==> config.mk <==
export PLATFORM = sky130hd
export DESIGN_NAME = i2s_rx_framer
export DESIGN_NICKNAME = d
export VERILOG_FILES = /design/src/rtl/i2s_rx_framer.sv
export SDC_FILE = /design/constraint.sdc
export NUM_CORES = 1
export LEC_CHECK = 0
export CORE_MARGIN = 4
export CORE_UTILIZATION = 45
export CTS_CLUSTER_DIAMETER = 80
export DETAILED_ROUTE_END_ITERATION = 7
export PLACE_DENSITY = 0.64
export SLEW_MARGIN = 20
export SYNTH_ARGS = -nofsm -noshare
export SYNTH_HDL_FRONTEND = slang
export SYNTH_SLANG_ARGS = --single-unit
==> constraint.sdc <==
create_clock -name ck -period 3.1 [get_ports ck]
set_clock_uncertainty 0.15 [all_clocks]
set_input_delay 0.62 -clock ck [delete_from_list [all_inputs] [get_ports ck]]
set_output_delay 0.62 -clock ck [all_outputs]
set_load 0.1 [all_outputs]
==> src/rtl/i2s_rx_framer.sv <==
// Multi-line I2S receiver: oversamples sck/ws/sd in the ck domain, deserialises one word
// per line per slot and bursts each slot's words into the input RAM at {frame, channel}.
module i2s_rx_framer #(
   parameter int LINES    = 8,
   parameter int FRAMES   = 32,
   parameter int SAMPLE_W = 16,
   localparam int CHAN_W  = $clog2(2 * LINES),
   localparam int FRAME_W = $clog2(FRAMES),
   localparam int ADDR_W  = CHAN_W + FRAME_W
) (
   input  logic                ck,
   input  logic                rst,
   input  logic                sck,
   input  logic                ws,
   input  logic [LINES-1:0]    sd,
   output logic                audio_we,
   output logic [ADDR_W-1:0]   audio_waddr,
   output logic [SAMPLE_W-1:0] audio_wdata,
   output logic [FRAME_W-1:0]  frame,
   output logic                frame_done,
   output logic                synced,
   output logic                overrun
);

   localparam int IDX_W = CHAN_W - 1;
   localparam int CNT_W = $clog2(SAMPLE_W + 1);
   localparam logic [IDX_W-1:0] LAST_IDX = IDX_W'(LINES - 1);

   typedef enum logic {SYNC, RUN} sync_e;
   typedef enum logic {IDLE, WRITE} burst_e;

   logic [1:0]       sck_sync_q, ws_sync_q;
   logic [LINES-1:0] sd_sync1_q, sd_sync2_q;
   logic             sck_prev_q;
   logic             sck_edge, ws_s;
   logic [LINES-1:0] sd_s;

   sync_e                         sync_state_q, sync_state_d;
   logic                          ws_prev_q, ws_prev_d;
   logic [CNT_W-1:0]              bit_cnt_q, bit_cnt_d;
   logic [LINES-1:0][SAMPLE_W-1:0] shift_q, shift_d, shift_nx;
   logic                          word_done;

   burst_e                         burst_q, burst_d;
   logic [IDX_W-1:0]               idx_q, idx_d, idx_nx;
   logic [LINES-1:0][SAMPLE_W-1:0] hold_q, hold_d;
   logic                           side_q, side_d;
   logic                           we_q, we_d;
   logic [ADDR_W-1:0]              waddr_q, waddr_d;
   logic [SAMPLE_W-1:0]            wdata_q, wdata_d;
   logic [FRAME_W-1:0]             frame_q, frame_d, fill_q, fill_d;
   logic                           done_q, done_d, overrun_q, overrun_d;

   assign sck_edge = sck_sync_q[1] & ~sck_prev_q;
   assign ws_s     = ws_sync_q[1];
   assign sd_s     = sd_sync2_q;
   assign idx_nx   = idx_q + 1'b1;

   // Candidate shift contents if this edge captures a bit on every line.
   generate
      for (genvar gi = 0; gi < LINES; gi++) begin : g_line
         assign shift_nx[gi] = {shift_q[gi][SAMPLE_W-2:0], sd_s[gi]};
      end
   endgenerate

   function automatic logic [CHAN_W-1:0] chan_of(input logic [IDX_W-1:0] i, input logic s);
      return {i, s};
   endfunction

   always_comb begin
      sync_state_d = sync_state_q;
      ws_prev_d    = ws_prev_q;
      bit_cnt_d    = bit_cnt_q;
      shift_d      = shift_q;
      word_done    = 1'b0;
      if (sck_edge) begin
         ws_prev_d = ws_s;
         if (ws_s != ws_prev_q) begin
            // Transition edge: the MSB arrives on the following edge.
            bit_cnt_d = '0;
            if (sync_state_q == SYNC && !ws_s) sync_state_d = RUN;
         end else if (sync_state_q == RUN && bit_cnt_q < CNT_W'(SAMPLE_W)) begin
            shift_d   = shift_nx;
            bit_cnt_d = bit_cnt_q + 1'b1;
            word_done = (bit_cnt_q == CNT_W'(SAMPLE_W - 1));
         end
      end
   end

   always_comb begin
      burst_d   = burst_q;
      idx_d     = idx_q;
      hold_d    = hold_q;
      side_d    = side_q;
      we_d      = 1'b0;
      waddr_d   = waddr_q;
      wdata_d   = wdata_q;
      frame_d   = frame_q;
      fill_d    = fill_q;
      done_d    = 1'b0;
      overrun_d = overrun_q;
      case (burst_q)
         IDLE: begin
            if (word_done) begin
               // First write is issued straight from the freshly completed word.
               hold_d  = shift_nx;
               side_d  = ws_s;
               burst_d = WRITE;
               idx_d   = '0;
               we_d    = 1'b1;
               waddr_d = {fill_q, chan_of('0, ws_s)};
               wdata_d = shift_nx[0];
            end
         end
         WRITE: begin
            if (word_done) overrun_d = 1'b1;
            if (idx_q == LAST_IDX) begin
               burst_d = IDLE;
               if (side_q) begin
                  frame_d = fill_q;
                  fill_d  = (fill_q == FRAME_W'(FRAMES - 1)) ? '0 : fill_q + 1'b1;
                  done_d  = 1'b1;
               end
            end else begin
               idx_d   = idx_nx;
               we_d    = 1'b1;
               waddr_d = {fill_q, chan_of(idx_nx, side_q)};
               wdata_d = hold_q[idx_nx];
            end
         end
         default: burst_d = IDLE;
      endcase
   end

   always_ff @(posedge ck) begin
      if (rst) begin
         sck_sync_q   <= '0;
         ws_sync_q    <= '0;
         sd_sync1_q   <= '0;
         sd_sync2_q   <= '0;
         sck_prev_q   <= 1'b0;
         sync_state_q <= SYNC;
         ws_prev_q    <= 1'b0;
         bit_cnt_q    <= '0;
         shift_q      <= '0;
         burst_q      <= IDLE;
         idx_q        <= '0;
         hold_q       <= '0;
         side_q       <= 1'b0;
         we_q         <= 1'b0;
         waddr_q      <= '0;
         wdata_q      <= '0;
         frame_q      <= FRAME_W'(FRAMES - 1);
         fill_q       <= '0;
         done_q       <= 1'b0;
         overrun_q    <= 1'b0;
      end else begin
         sck_sync_q   <= {sck_sync_q[0], sck};
         ws_sync_q    <= {ws_sync_q[0], ws};
         sd_sync1_q   <= sd;
         sd_sync2_q   <= sd_sync1_q;
         sck_prev_q   <= sck_sync_q[1];
         sync_state_q <= sync_state_d;
         ws_prev_q    <= ws_prev_d;
         bit_cnt_q    <= bit_cnt_d;
         shift_q      <= shift_d;
         burst_q      <= burst_d;
         idx_q        <= idx_d;
         hold_q       <= hold_d;
         side_q       <= side_d;
         we_q         <= we_d;
         waddr_q      <= waddr_d;
         wdata_q      <= wdata_d;
         frame_q      <= frame_d;
         fill_q       <= fill_d;
         done_q       <= done_d;
         overrun_q    <= overrun_d;
      end
   end

   assign audio_we    = we_q;
   assign audio_waddr = waddr_q;
   assign audio_wdata = wdata_q;
   assign frame       = frame_q;
   assign frame_done  = done_q;
   assign synced      = (sync_state_q == RUN);
   assign overrun     = overrun_q;

endmodule
======== Word-level counts from Yosys, hierarchy flattened ========
Cells that the tools add are included.
operators by class
  shift operators ......................... 0
  bitwise gates (word level) .............. 6
  reduce and logical (&&, ||, !) cells .... 12
  $add $sub $neg .......................... 3
  multiplexer cells ....................... 21
  div/mod/pow operators ................... 0
  multipliers ............................. 0
  magnitude comparators ................... 2
  equality and inequality tests ........... 6
operators by type and width
  kind                   count
  $bmux W16 S3           1
  $mux W16               3
  $pmux W16 S2           1
  $mux W9                2
  $pmux W9 S2            1
  $mux W5                3
  $add A5 B1 Y5 const B  2
  $reduce_and A3 Y1      3
  $reduce_and A2 Y1      4
  $mux W1                6
  $mux W3                2
  $pmux W3 S2            1
  $eq A5 B4 Y1 const B   1
  $eq A5 B5 Y1 const B   1
  $lt A5 B5 Y1 const B   1
  $not A1 Y1             5
  $lt A3 B4 Y1 const B   1
  $ne A2 B2 Y1 const B   2
  $add A3 B1 Y3 const B  1
  $eq A3 B3 Y1 const B   1
  $reduce_or A3 Y1       1
  $logic_and A1 B1 Y1    2
  $pmux W1 S2            1
  $reduce_bool A2 Y1     1
  other kinds (3)        3
storage, ports and cells
  flip-flop bits (word level) ............. 318
  latch bits .............................. 0
  memory bits (read-only) ................. 0
  word-level logic and storage cells ...... 83
  memories ................................ 0
  memory bits (writable) .................. 0

======== Longest topological paths before layout ========
  depth in word-level cells ............... 7
  depth in mapped cells ................... 10
  gate-level depth less buffers ........... 7

======== Least setup slack after synthesis ========
OpenSTA, ideal clock, no wires.
  path kind ............................... register -> register
  start point ............................. register idx_q[0]
  end point ............................... register wdata_q[4] (netlist: audio_wdata[4])
  data required time ...................... 2.805 ns
  cell stages (with the launch flop) ...... 9
  setup time .............................. 0.145 ns
  buffers on the path ..................... 2
  path slack .............................. 0.203 ns
  data arrival time ....................... 2.602 ns
  cell sequence ........................... dfxtp_1 ha_1 ha_1 buf_2 clkbuf_1 mux4_2 mux2_2 nand2_1 a221oi_2
on the way
  longest elaborated chain between the ends .. 5
ends and longest elaborated chain
  item                            line  source
  start: declaration              45    logic [IDX_W-1:0] idx_q, idx_d, idx_nx;
  start signal: assignment        168   idx_q <= idx_d;
  $add A3 B1 Y3                   57    assign idx_nx = idx_q + 1'b1;
  $bmux W16 S3                    128   wdata_d = hold_q[idx_nx];
  $mux W16 (implied by the code)  128
  $mux W16                        117   if (idx_q == LAST_IDX) begin
  $pmux W16 S2                    102   case (burst_q)
  end signal: assignment          173   wdata_q <= wdata_d;
  end: declaration                50    logic [SAMPLE_W-1:0] wdata_q, wdata_d;
Parallel ways exist; a longest one is shown, timed or not. The select of a mux whose other input is x is not followed.
A chain may end at the register's enable or synchronous reset.

======== Final worst setup path ========
  start point ............................. register bit_cnt_q[0]
  end point ............................... register wdata_q[4] (netlist: audio_wdata[4])
on the way
  longest elaborated chain between the ends .. 7
ends and longest elaborated chain
  item                             line  source
  start: declaration               40    logic [CNT_W-1:0] bit_cnt_q, bit_cnt_d;
  start signal: assignment         165   bit_cnt_q <= bit_cnt_d;
  $lt A5 B5 Y1                     82    end else if (sync_state_q == RUN && bit_cnt_q < CNT_W'(SAMPLE_W)) begin
  $logic_and A1 B1 Y1              82
  $mux W1 (*)                      82
  $mux W1 (*)                      78    if (ws_s != ws_prev_q) begin
  $mux W1 (*)                      76    if (sck_edge) begin
  $ne A2 B2 Y1 (no line) (*)       n/a
  $reduce_and A2 Y1 (no line) (*)  n/a
Every way passes the cells marked *; elsewhere a longest branch is shown, timed or not.

==> impl_metrics.json <==
{
  "status": "completed",
  "rows": 59,
  "tns_ns": 0,
  "routed_via_density": 5.33,
  "hold_viol": 0,
  "crit_buf_inv": 2,
  "rsz0062_at_grt": "false",
  "grt_max_degree": 121,
  "antennaDiodeCount": 0,
  "syn_area_per_cell_um2": 8.46,
  "drt_iter0_drc": 746,
  "ff_latch_area_mm2": 0.00631,
  "synth_nets": 1442,
  "crit_chain": "ha_1 -> and3_1 -> ha_1 -> inv_1 -> or4_4 -> buf_12 -> o21ai_1 -> a221oi_2",
  "syn-cell-area_mm2": 0.0121,
  "crit_path_start": "bit_cnt_q[0]",
  "clockBufferDepth": 3,
  "gr-usage-all-layers_pct": 18.3,
  "fill_cells": 2417,
  "core_area_mm2": 0.0262,
  "cts_setup_buffers": 0,
  "critPathRequiredTime_ns": 3.31,
  "drt-total-wl_um": 26900,
  "first_global_vias": 8931,
  "power_density_mw_per_mm2": 608,
  "async_reset_ff_share_pct": 0,
  "synthFlopType": "dfxtp_1",
  "setup_viol": 0,
  "cts_tree": "built",
  "drive_above_1_share_pct": 11.6,
  "irDropWorstVdd_v": 0.000322,
  "cp.depth": 8,
  "final_core_util_pct": 52.7,
  "ioPinCount": 46,
  "cts_buffers": 34,
  "rr_endpoint": "audio_wdata[4]",
  "drv_cap": 0,
  "yosys-top-cells-count": "nand2_1, dfxtp_1, a21oi_1, clkbuf_1, buf_2",
  "gp_congestion": 0.765,
  "antenna_left": 0,
  "gr-total-overflow": 0,
  "hold_class": "reg2reg",
  "synth_cell_types": 37,
  "clock_latency_ns": 0.50,
  "fin_area_mm2": 0.0138,
  "grt_first_pass_wirelength_um": 44900,
  "start_util_pct": 46.0,
  "ctsHoldBuffers": 0,
  "cts.clk_slew.worst_paths_ns": 0.06,
  "io_buffer_count": 45,
  "synth_warnings": 0,
  "final_nets": 1433,
  "ys_seq_area_share_pct": 52.3,
  "postPlaceCellArea_mm2": 0.0126,
  "p_total_mw": 8.41,
  "cp_top_family": "simple AND/OR/NAND/NOR gates",
  "final-max-slew-violation-count": 0,
  "rr_startpoint": "bit_cnt_q[0]",
  "leakage_nw": 4.55,
  "fmax_mhz": 391,
  "wire_per_inst_um": 15.2,
  "numClockSinks": 315,
  "synth_edf_count": 0,
  "dp_hpwl_um": 15700,
  "yosys.area.top_type_share_pct": 52.3,
  "cpMostUsedCell": "ha_1",
  "antenna_found_initial": 0,
  "synthCells": 1424,
  "ctsRootBufferMaster": "clkbuf_16",
  "via_count": 9436,
  "r2r_cells": 8,
  "worstSetupStartpointType": "flop",
  "drc": 0,
  "slowest_delay_ns": 0.72,
  "firstDrtPassIters": 4,
  "fp.dieW_um": 172,
  "die_area_mm2": 0.0295,
  "cts_resized": 0,
  "cp-endpoint": "audio_wdata[4]",
  "synth_area_leader_cell": "dfxtp_1",
  "yosysMostFrequentCell": "nand2_1",
  "cp_slowest_cell": "or4_4",
  "ys_ff_latch": 315,
  "path_class": "reg2reg",
  "area_growth_pct": 14.7,
  "tightest_slew_ns": 0.632,
  "cp-end-kind": "flop",
  "synth.area.top_cells": "dfxtp_1, nand2_1, a21oi_1",
  "die_y_um": 172,
  "period_share_pct": 82.6,
  "rrSetupSlack_ns": 0.54,
  "path_max_fanout": 69,
  "multi_input_area_mm2": 0.00515,
  "slew_headroom_pct": 57.9,
  "arrival_ns": 2.77,
  "layout_min_cycle_time_ns": 2.56,
  "htree_levels": 2
}
worst min path at each step:
stage / from / end / slack, ns / cells past startpoint
global placement: ws_sync_q[0] / ws_sync_q[1] / 0.27 / 1
global route: ws_sync_q[0] / ws_sync_q[1] / 0.30 / 1
detailed placement: ws_sync_q[0] / ws_sync_q[1] / 0.27 / 1
CTS: ws_sync_q[0] / ws_sync_q[1] / 0.29 / 1
finish: sck_sync_q[0] / sck_sync_q[1] / 0.28 / 1
floorplan: sck_sync_q[0] / sck_sync_q[1] / 0.26 / 1
cell type report:
| cell class | count | area share [%] |
|---|---|---|
| well taps | 335 | 3.03 |
| clock buffers | 49 | 7.52 |
| inverters | 20 | 0.543 |
| flip-flops and latches | 315 | 45.6 |
| multi-input cells | 980 | 37.3 |
| repair buffers | 64 | 4.89 |
| clock inverters | 9 | 1.08 |
worst reg2reg max path: stages (launching register included):
cell and delay [ns]:
dfxtp_1 0.36, ha_1 0.20, and3_1 0.17, ha_1 0.18, inv_1 0.05, or4_4 0.72, buf_12 0.30, o21ai_1 0.22
a221oi_2 0.07
state kept, by name, indices dropped and copies added (netlist names):
register     count
ws_prev_q        1
shift_nx       120
synced           1
sck_prev_q       1
frame_done       1
side_q           1
audio_waddr      7
frame            5
audio_wdata     16
fill_q           5
sd_s             8
bit_cnt_q        5
sck_sync_q       2
audio_we         1
overrun          1
ws_sync_q        2
sd_sync1_q       8
hold_q         128
idx_q            2
per-layer routing:
layer | vias up | wire length, µm | track usage, %
met5 | - | 0 | 0
met4 | 0 | 663 | 5.96
met3 | 50 | 1080 | 2.94
met2 | 157 | 12300 | 29.4
met1 | 4519 | 12900 | 25.5
li1 | 4710 | - | -
per-stage QoR:
step                std cells  setup slack (ns)  hold slack [ns]
floorplan                1424             0.203            0.264
global placement         1714             0.583            0.269
detailed placement       1714             0.535            0.275
CTS                      1772             0.523            0.288
global route             1772             0.346            0.298
finish                   1772             0.540            0.283
cells by family (layout without fill, tap and decap cells):
group,count (synthesis),count (layout),share of synthesized area [%]
flip-flops,315,315,52.3
buffers and inverters,129,142,5.07
multiplexers,50,50,7.19
AO/OA/AOI/OAI,322,322,14.7
AND/OR/NAND/NOR,601,601,20.0
XOR/XNOR,1,1,0.135
adder cells (fa/ha/maj),6,6,0.623
power by group:
part           switching (mW)  internal, mW
sequential            0.00603          4.06
clock                    1.58          2.65
combinational          0.0736        0.0330
placed cells by master (no fill, tap or decap), drive strengths merged, types with 17 or more instances in the layout:
cell,instances
nand2,532
dfxtp,315
a21oi,269
buf,54
clkbuf,49
mux4,28
o21ai,26
nor2b,24
inv,20
a221oi,20
nor2,17
No activity file was read; power rests on OpenSTA's default activity.
